### src/rtl/fifo_burst_reader.sv
// Read-side burst controller for the 8-entry fifo: waits for a full burst (or a
// timeout / flush for a partial one), then drains it onto a valid/ready stream.
module fifo_burst_reader #(
  parameter int BURST_LEN = 4,
  parameter int TIMEOUT   = 15,
  parameter int DATA_W    = 32
) (
  input  logic              clk,
  input  logic              hresetn,
  input  logic              enable,
  input  logic              flush,
  input  logic [3:0]        fifo_count,
  input  logic              fifo_empty,
  input  logic [DATA_W-1:0] fifo_dataout,
  output logic              fifo_read,
  output logic              out_valid,
  input  logic              out_ready,
  output logic [DATA_W-1:0] out_data,
  output logic              out_last,
  output logic              busy,
  output logic              underrun
);

  localparam logic [3:0] BURST_LEN_W = 4'(BURST_LEN);
  localparam logic [7:0] TIMEOUT_W   = 8'(TIMEOUT);

  typedef enum logic [1:0] {
    ST_IDLE  = 2'd0,
    ST_WAIT  = 2'd1,
    ST_BURST = 2'd2
  } state_t;

  state_t              state_reg, state_next;
  logic [7:0]          timer_reg, timer_next;
  logic [3:0]          beats_reg, beats_next;
  logic                valid_reg, valid_next;
  logic [DATA_W-1:0]   data_reg, data_next;
  logic                last_reg, last_next;
  logic                underrun_reg, underrun_next;
  logic                slot_free;

  always_ff @(posedge clk or negedge hresetn) begin
    if (!hresetn) begin
      state_reg    <= ST_IDLE;
      timer_reg    <= '0;
      beats_reg    <= '0;
      valid_reg    <= 1'b0;
      data_reg     <= '0;
      last_reg     <= 1'b0;
      underrun_reg <= 1'b0;
    end else begin
      state_reg    <= state_next;
      timer_reg    <= timer_next;
      beats_reg    <= beats_next;
      valid_reg    <= valid_next;
      data_reg     <= data_next;
      last_reg     <= last_next;
      underrun_reg <= underrun_next;
    end
  end

  always_comb begin
    state_next    = state_reg;
    timer_next    = timer_reg;
    beats_next    = beats_reg;
    valid_next    = valid_reg;
    data_next     = data_reg;
    last_next     = last_reg;
    underrun_next = 1'b0;

    // The single output stage can take a new word when empty or being drained.
    slot_free = !valid_reg || out_ready;
    fifo_read = (state_reg == ST_BURST) && (beats_reg != 4'd0) && !fifo_empty && slot_free;

    case (state_reg)
      ST_IDLE: begin
        if (enable && !fifo_empty) begin
          state_next = ST_WAIT;
          timer_next = TIMEOUT_W;
        end
      end
      ST_WAIT: begin
        if (fifo_empty) begin
          state_next = ST_IDLE;
        end else if (!enable) begin
          state_next = ST_IDLE;
        end else if (fifo_count >= BURST_LEN_W) begin
          state_next = ST_BURST;
          beats_next = BURST_LEN_W;
        end else if (flush || (timer_reg == 8'd0)) begin
          // Partial burst: only what is queued right now belongs to it.
          state_next = ST_BURST;
          beats_next = fifo_count;
        end else begin
          timer_next = timer_reg - 8'd1;
        end
      end
      ST_BURST: begin
        if (fifo_read) begin
          beats_next = beats_reg - 4'd1;
        end else if ((beats_reg != 4'd0) && fifo_empty) begin
          // Fifo vanished under us: abandon the rest of the burst without a last marker.
          underrun_next = 1'b1;
          beats_next    = 4'd0;
        end else if ((beats_reg == 4'd0) && slot_free) begin
          state_next = ST_IDLE;
        end
      end
      default: begin
        state_next = ST_IDLE;
      end
    endcase

    if (fifo_read) begin
      data_next  = fifo_dataout;
      valid_next = 1'b1;
      last_next  = (beats_reg == 4'd1);
    end else if (valid_reg && out_ready) begin
      valid_next = 1'b0;
      last_next  = 1'b0;
    end
  end

  assign out_valid = valid_reg;
  assign out_data  = data_reg;
  assign out_last  = last_reg;
  assign underrun  = underrun_reg;
  assign busy      = (state_reg != ST_IDLE) || valid_reg;

endmodule

### config.mk
export PLATFORM = sky130hd
export DESIGN_NAME = fifo_burst_reader
export DESIGN_NICKNAME = d
export VERILOG_FILES = /design/src/rtl/fifo_burst_reader.sv
export SDC_FILE = /design/constraint.sdc
export NUM_CORES = 1
export LEC_CHECK = 0
export ABC_AREA = 1
export CORE_ASPECT_RATIO = 0.5
export CORE_MARGIN = 5
export CORE_UTILIZATION = 46
export DETAILED_ROUTE_END_ITERATION = 10
export PLACE_DENSITY = 0.76
export REMOVE_ABC_BUFFERS = 1
export SKIP_LAST_GASP = 1
export SLEW_MARGIN = 30
export SYNTH_ARGS = -nofsm -noshare
export SYNTH_HDL_FRONTEND = slang
export SYNTH_SLANG_ARGS = --single-unit
### constraint.sdc
create_clock -name clk -period 1.9 [get_ports clk]
set_input_delay 0.57 -clock clk [delete_from_list [all_inputs] [get_ports clk]]
set_output_delay 0.57 -clock clk [all_outputs]
set_load 0.05 [all_outputs]
==> results.md, run 1 <==
- Final ANT Viol Nets: 0
- Total of max-cap violations: 0
- Top Ports: 79
- R2R depth: 7
- Slew at the pin closest to its max-slew limit: 0.484 ns
- Core Area: 4950 um2
- Clock transition at path regs: 0.09 ns
- Final WL: 6190 um
- Deepest clock path buffer count: 2
- HPWL after DPL: 4380 um
- Count of cell types in the netlist: 24
- Antenna Diode Count: 0
- Worst-path fanout max: 4
- Top sig layer: met4
- Yosys warns: 0
- Die span in x: 111 um
- Register area share after synthesis: 0.518
- Met2 WL post-DR: 3340 um
- Global route overflow: 0
- Port Buffers: 78
- Drt drc: 0
- Syn-to-layout area delta: 44.8%
- Final GP Congestion: 0.822
- Final core occ: 0.692
- CP Data Arrival Time: 1.39 ns
- Worst Slack Setup Final: -0.0557 ns
- Largest net degree at the start of global routing: 40
- H-tree depth: 2
- Clk sinks: 49
- Initial Utilization: 0.478
- Post-route clock period utilization: 1.03
- Number of synthesized flops with an enable pin: 0
- Mapped cell area: 2370 um2
- Critical path class: flip-flop to output pin
- All-Layer GR Usage: 0.187
- Final Hold Vio Count: 0
- Endpoints failing setup: 2
- Hold Crit Class: primary input to async pin
- Via density: 4.78
- Max reg flops: 32
- Leakage power: 1.80 nW
- Met3 routed WL: 206 um
- Fin Clk Skew: 0.00218 ns
- First-pass GRT wire length: 10,000 um
- CP startpoint kind: flip-flop
- Antenna violations before repair: 0
- Share of cells above drive strength 1: 0.259
- CTS buffer count: 5
- Asr flop ratio synth: 1.00
- Ys flop type: dfrtp_1
- DRT met1 WL: 2530 um
- Failing checks: negative setup slack
- Slowest cell on crit path: dfrtp_1
- Vias: 2,181
- RSZ-0062 raised after global routing: true
- CP required: 1.33 ns
- Crit end category: output pin
- Die Y: 60.7 um
- Iter 0 DRT Violations: 95
- Die area: 6770 um2
- CTS tree: done
- Setup TNS: -0.0844 ns
- Length of the first detailed-routing pass in iterations: 4
- Skew-Pair Late Insertion Delay: 0.31 ns
- Clock root buffer: clkbuf_8
- Slowest cell delay on critical path: 0.41 ns
- Wirelength per Cell: 13.6 um
- Outcome: finished, violations left
- Post-route minimum period: 1.96 ns
- Vias in the first global route: 2,177
- CP cell instances: inv_2, ha_4, inv_4, or2_4, buf_8
- Post-synthesis register bit count: 49
- Max frequency: 511 MHz
- Pwr dens: 1670 nW/um2
- VDD IR-drop max: 1040 uV
- Final Slew Violations: 0
- Slew margin rel.: 0.678
- Final nets: 434
- Rows: 18
- Post-synthesis cell count: 286
- Mean Syn Cell Area: 8.28 um2
-- power breakdown --
part	leakage, nW	total (mW)	switching (mW)	internal [mW]
logic	1.10	3.26	2.11	1.15
clock network	0.0585	0.762	0.367	0.395
registers	0.635	1.71	0.273	1.44
total	1.80	5.73	2.75	2.98
-- critical path: cells and delay by family (launching register included) --
kind	cells	cell delay, ns
buffers and inverters	3	0.28
adders and majority gates	1	0.15
DFF	1	0.41
and+or+nand+nor	1	0.23
-- per-layer routing --
metal | global-route usage | vias to the layer above
li1 | - | 1080
met1 | 0.204 | 1044
met2 | 0.375 | 46
met3 | 0.0349 | 11
met4 | 0.0711 | 0
met5 | 0 | -
-- cell usage in the layout, fill, tap and decap left out, types with 4 or more instances in the layout --
| master | Yosys | routed |
|---|---|---|
| a21oi_1 | 4 | 4 |
| buf_4 | 3 | 55 |
| clkbuf_8 | 0 | 5 |
| clkdlybuf4s50_1 | 0 | 38 |
| dfrtp_1 | 49 | 49 |
| ha_1 | 7 | 4 |
| inv_1 | 20 | 15 |
| inv_2 | 4 | 7 |
| nand2_1 | 132 | 131 |
| nand2_2 | 5 | 6 |
| nand3_1 | 20 | 20 |
| nor2_1 | 9 | 9 |
| nor2_2 | 4 | 4 |
| o21ai_0 | 5 | 5 |
| o21ai_1 | 4 | 4 |
| o21ai_2 | 4 | 4 |
-- worst paths after layout --
kind | start | endpoint | slack (ns)
setup / recovery | state_reg[0]$_DFFE_PN0P_ | busy | -0.06
hold / removal | hresetn | out_data[30]$_DFFE_PN0P_ | 0.21
setup reg to reg | state_reg[1]$_DFFE_PN0P_ | beats_reg[3]$_DFFE_PN0P_ | 0.31
hold reg to reg | out_data[30]$_DFFE_PN0P_ | out_data[30]$_DFFE_PN0P_ | 0.49
max in group asynchronous | hresetn | timer_reg[2]$_DFFE_PN0P_ | 1.18
min in group clk | out_data[30]$_DFFE_PN0P_ | out_data[30]$_DFFE_PN0P_ | 0.49
-- cell type report --
cell class	instances	area (um2)
Clock buffer	5	68.8
Sequential cell	49	1230
Timing Repair Buffer	99	871
Multi-Input combinational cell	206	1040
Tap cell	70	87.6
Clock inverter	3	43.8
Inverter	24	95.1
Fill cell	391	1530
-- per-stage QoR --
stage | area (um2) | std cells | worst slack, ns | total power [mW] | hold WS [ns]
6_report | 3430 | 456 | -0.0557 | 5.73 | 0.211
3_3_place_gp | 3180 | 437 | -0.222 | 4.59 | 0.458
2_1_floorplan | 2310 | 279 | -0.438 | 3.70 | 0.274
4_1_cts | 3410 | 454 | -0.0284 | 5.67 | 0.217
3_5_place_dp | 3180 | 437 | -0.235 | 4.67 | 0.467
5_1_grt | 3430 | 456 | -0.0850 | 6.06 | 0.238
-- cell families (layout without fill, tap and decap cells) --
logic type      after synthesis  after routing  synth area share
flops                        49             49             0.518
fa+ha+maj                     7              7            0.0370
simple gates                177            177             0.322
buf+inv                      31            131            0.0613
compound gates               18             18            0.0470
xor+xnor                      4              4            0.0148
-- cells in the mapped netlist (3+ instances only) --
library cell / number / area, um2
o21ai_1: 4 / 20.0
o21ai_2: 4 / 35.0
buf_4: 3 / 22.5
nand2_1: 132 / 495
ha_1: 7 / 87.6
nor2_1: 9 / 33.8
nand3_1: 20 / 100
dfrtp_1: 49 / 1230
nand2_2: 5 / 31.3
inv_2: 4 / 15.0
nor2_2: 4 / 25.0
a21oi_1: 4 / 20.0
inv_1: 20 / 75.1
o21ai_0: 5 / 25.0
-- what timing repair did --
item	CTS	global route
gates resized for setup	18	1
endpoints found under the setup margin	2	2
pin swaps	3	1
hold buffers	0	0
hold endpoints to repair	0	0
buffers inserted	9	2
(Power assumes the default switching activity.)
==> run 2: changes to the inputs <==
CORE_UTILIZATION = 30   (was 46)
PLACE_DENSITY = 0.52   (was 0.76)
==> run 2 against run 1 <==
Net effect: the flow still finishes with violations (negative setup slack); die area rose by 46%; sequential power hardly changed; first-iteration DRC count increased by 28%; via count decreased by 4.9%; combinational power about the same; final area grew 3.8%; largest power group unchanged.
==> results.md, run 2 (synthesis gave the netlist of run 1 again) <==
- Outcome: finished, violations left (unchanged)
- Failing checks: negative setup slack (unchanged)
- Slew margin rel.: 0.783 (was 0.678)
- Final nets: 436 (was 434)
- Post-route clock period utilization: 1.02 (was 1.03)
- Clk sinks: 49 (unchanged)
- Max reg flops: 32 (unchanged)
- VDD IR-drop max: 808 uV (was 1040 uV)
- Crit end category: output pin (unchanged)
- All-Layer GR Usage: 0.132 (was 0.187)
- Fin Clk Skew: 0.00718 ns (was 0.00218 ns)
- Pwr dens: 1650 nW/um2 (was 1670 nW/um2)
- Critical path class: flip-flop to output pin (unchanged)
- Dpl cells: 477 (was 437)
- R2r setup slk: 0.39 ns (was 0.31 ns)
- Core Area: 7490 um2 (was 4950 um2)
- First-pass GRT wire length: 10,500 um (was 10,000 um)
- CP startpoint kind: flip-flop (unchanged)
- Die area: 9880 um2 (was 6770 um2)
- Length of the first detailed-routing pass in iterations: 4 (unchanged)
- Top Ports: 79 (unchanged)
- Leakage power: 1.83 nW (was 1.80 nW)
- Endpoints failing setup: 1 (was 2)
- Antenna violations before repair: 0 (unchanged)
- Setup crit start: state_reg[0]$_DFFE_PN0P_ (unchanged)
- Share of cells above drive strength 1: 0.263 (was 0.259)
- Via density: 4.18 (was 4.78)
- H-tree depth: 2 (unchanged)
- CTS tree: done (unchanged)
- Die Y: 72.8 um (was 60.7 um)
- Drt drc: 0 (unchanged)
- Worst Slack Setup Final: -0.0370 ns (was -0.0557 ns)
- Antenna Diode Count: 0 (unchanged)
- Clock root buffer: clkbuf_16 (was clkbuf_8)
- Critical path destination: busy (unchanged)
- Deepest clock path buffer count: 2 (unchanged)
- Worst-path fanout max: 3 (was 4)
- Slew at the pin closest to its max-slew limit: 0.326 ns (was 0.484 ns)
- Syn-to-layout area delta: 50.3% (was 44.8%)
- Final ANT Viol Nets: 0 (unchanged)
- HPWL after DPL: 4460 um (was 4380 um)
- Hold_buf cts: 0 (unchanged)
- Vias in the first global route: 2,149 (was 2,177)
- Iter 0 DRT Violations: 122 (was 95)
- Die span in x: 136 um (was 111 um)
- RSZ-0062 raised after global routing: true (unchanged)
- Vias: 2,074 (was 2,181)
- Wirelength per Cell: 12.4 um (was 13.6 um)
- CP required: 1.33 ns (about the same)
- Worst R2R Start: state_reg[0]$_DFFE_PN0P_ (was state_reg[1]$_DFFE_PN0P_)
- Setup Slack @ Placement: -0.241 ns (was -0.235 ns)
- Max frequency: 516 MHz (was 511 MHz)
- Final Hold Vio Count: 0 (unchanged)
- Skew-Pair Late Insertion Delay: 0.29 ns (was 0.31 ns)
- Final core occ: 0.475 (was 0.692)
- Initial Utilization: 0.316 (was 0.478)
- Rows: 22 (was 18)
- Largest net degree at the start of global routing: 50 (was 40)
- Most common cell after layout, fill and taps aside: nand2_1 (unchanged)
- Clock transition at path regs: 0.07 ns (was 0.09 ns)
- CP Data Arrival Time: 1.37 ns (was 1.39 ns)
- Final WL: 6180 um (was 6190 um)
- Hold Crit Class: primary input to async pin (unchanged)
- Post-route minimum period: 1.94 ns (was 1.96 ns)
- Commonest non-fill, non-tap cells in the layout: 131 x nand2_1, 56 x buf_4, 49 x dfrtp_1 (was 131 x nand2_1, 55 x buf_4, 49 x dfrtp_1)
- Worst R2R End: timer_reg[6]$_DFFE_PN0P_ (was beats_reg[3]$_DFFE_PN0P_)
- Port Buffers: 78 (unchanged)
- Global route overflow: 0 (unchanged)
- R2R depth: 9 (was 7)
- Final Slew Violations: 0 (unchanged)
- Non-filler instance count after layout: 496 (was 456)
- Final GP Congestion: 0.813 (was 0.822)
- Total of max-cap violations: 0 (unchanged)
- CTS buffer count: 5 (unchanged)
==> run 2: layer usage <==
| layer | share of wire | vias to the layer above | track usage |
|---|---|---|---|
| li1 | - | 1086 | - |
| met1 | 0.45 | 962 | 0.162 |
| met2 | 0.51 | 22 | 0.233 |
| met3 | 0.034 | 4 | 0.0331 |
| met4 | 0.011 | 0 | 0.0413 |
| met5 | 0 | - | 0 |
==> run 2: worst max-delay path, cell delays in order, from the launching register on <==
cell	delay, ns
dfrtp_1	0.40
inv_2	0.11
ha_4	0.16
inv_4	0.04
or2_4	0.22
buf_8	0.15
==> run 2: through the flow <==
step                power, mW  hold WS, ns  cell area (um2)  TNS (ns)
floorplan                3.70        0.274             2310     -3.52
global placement         4.67        0.465             3260     -3.03
detailed placement       4.70        0.466             3260     -3.72
CTS                      5.91        0.270             3540   -0.0578
global route             6.26        0.289             3560    -0.151
finish                   5.89        0.261             3560   -0.0370
==> run 2: worst min path at each step <==
stage | end | startpoint | cells past startpoint | slack (ns)
2_1_floorplan | beats_reg[0]$_DFFE_PN0P_ | hresetn | 0 | 0.27
3_3_place_gp | beats_reg[1]$_DFFE_PN0P_ | beats_reg[1]$_DFFE_PN0P_ | 2 | 0.46
3_5_place_dp | out_data[11]$_DFFE_PN0P_ | out_data[11]$_DFFE_PN0P_ | 2 | 0.47
4_1_cts | out_data[31]$_DFFE_PN0P_ | hresetn | 2 | 0.27
5_1_grt | out_data[31]$_DFFE_PN0P_ | hresetn | 2 | 0.29
6_report | out_data[31]$_DFFE_PN0P_ | hresetn | 2 | 0.26
==> run 2: repair_timing <==
action / 4_1_cts / 5_1_grt
hold endpoints to repair: 0 / 0
setup endpoints to repair: 2 / 2
pin swaps: 3 / 1
cloned: 0 / 0
setup buffers: 9 / 2
gates resized for setup: 19 / 1
==> run 2: area by class of cell <==
class,count,area (um2)
repair buffers,101,898
clock inverters,2,17.5
inverters,24,95.1
flip-flops and latches,49,1230
well taps,108,135
multi-input cells,206,1050
fillers,723,3930
clock buffers,6,139
==> run 2: power breakdown <==
group          switching, mW  leakage (nW)  internal (mW)
Combinational           2.08          1.12           1.16
Clock                  0.403        0.0775          0.532
Sequential             0.268         0.635           1.44
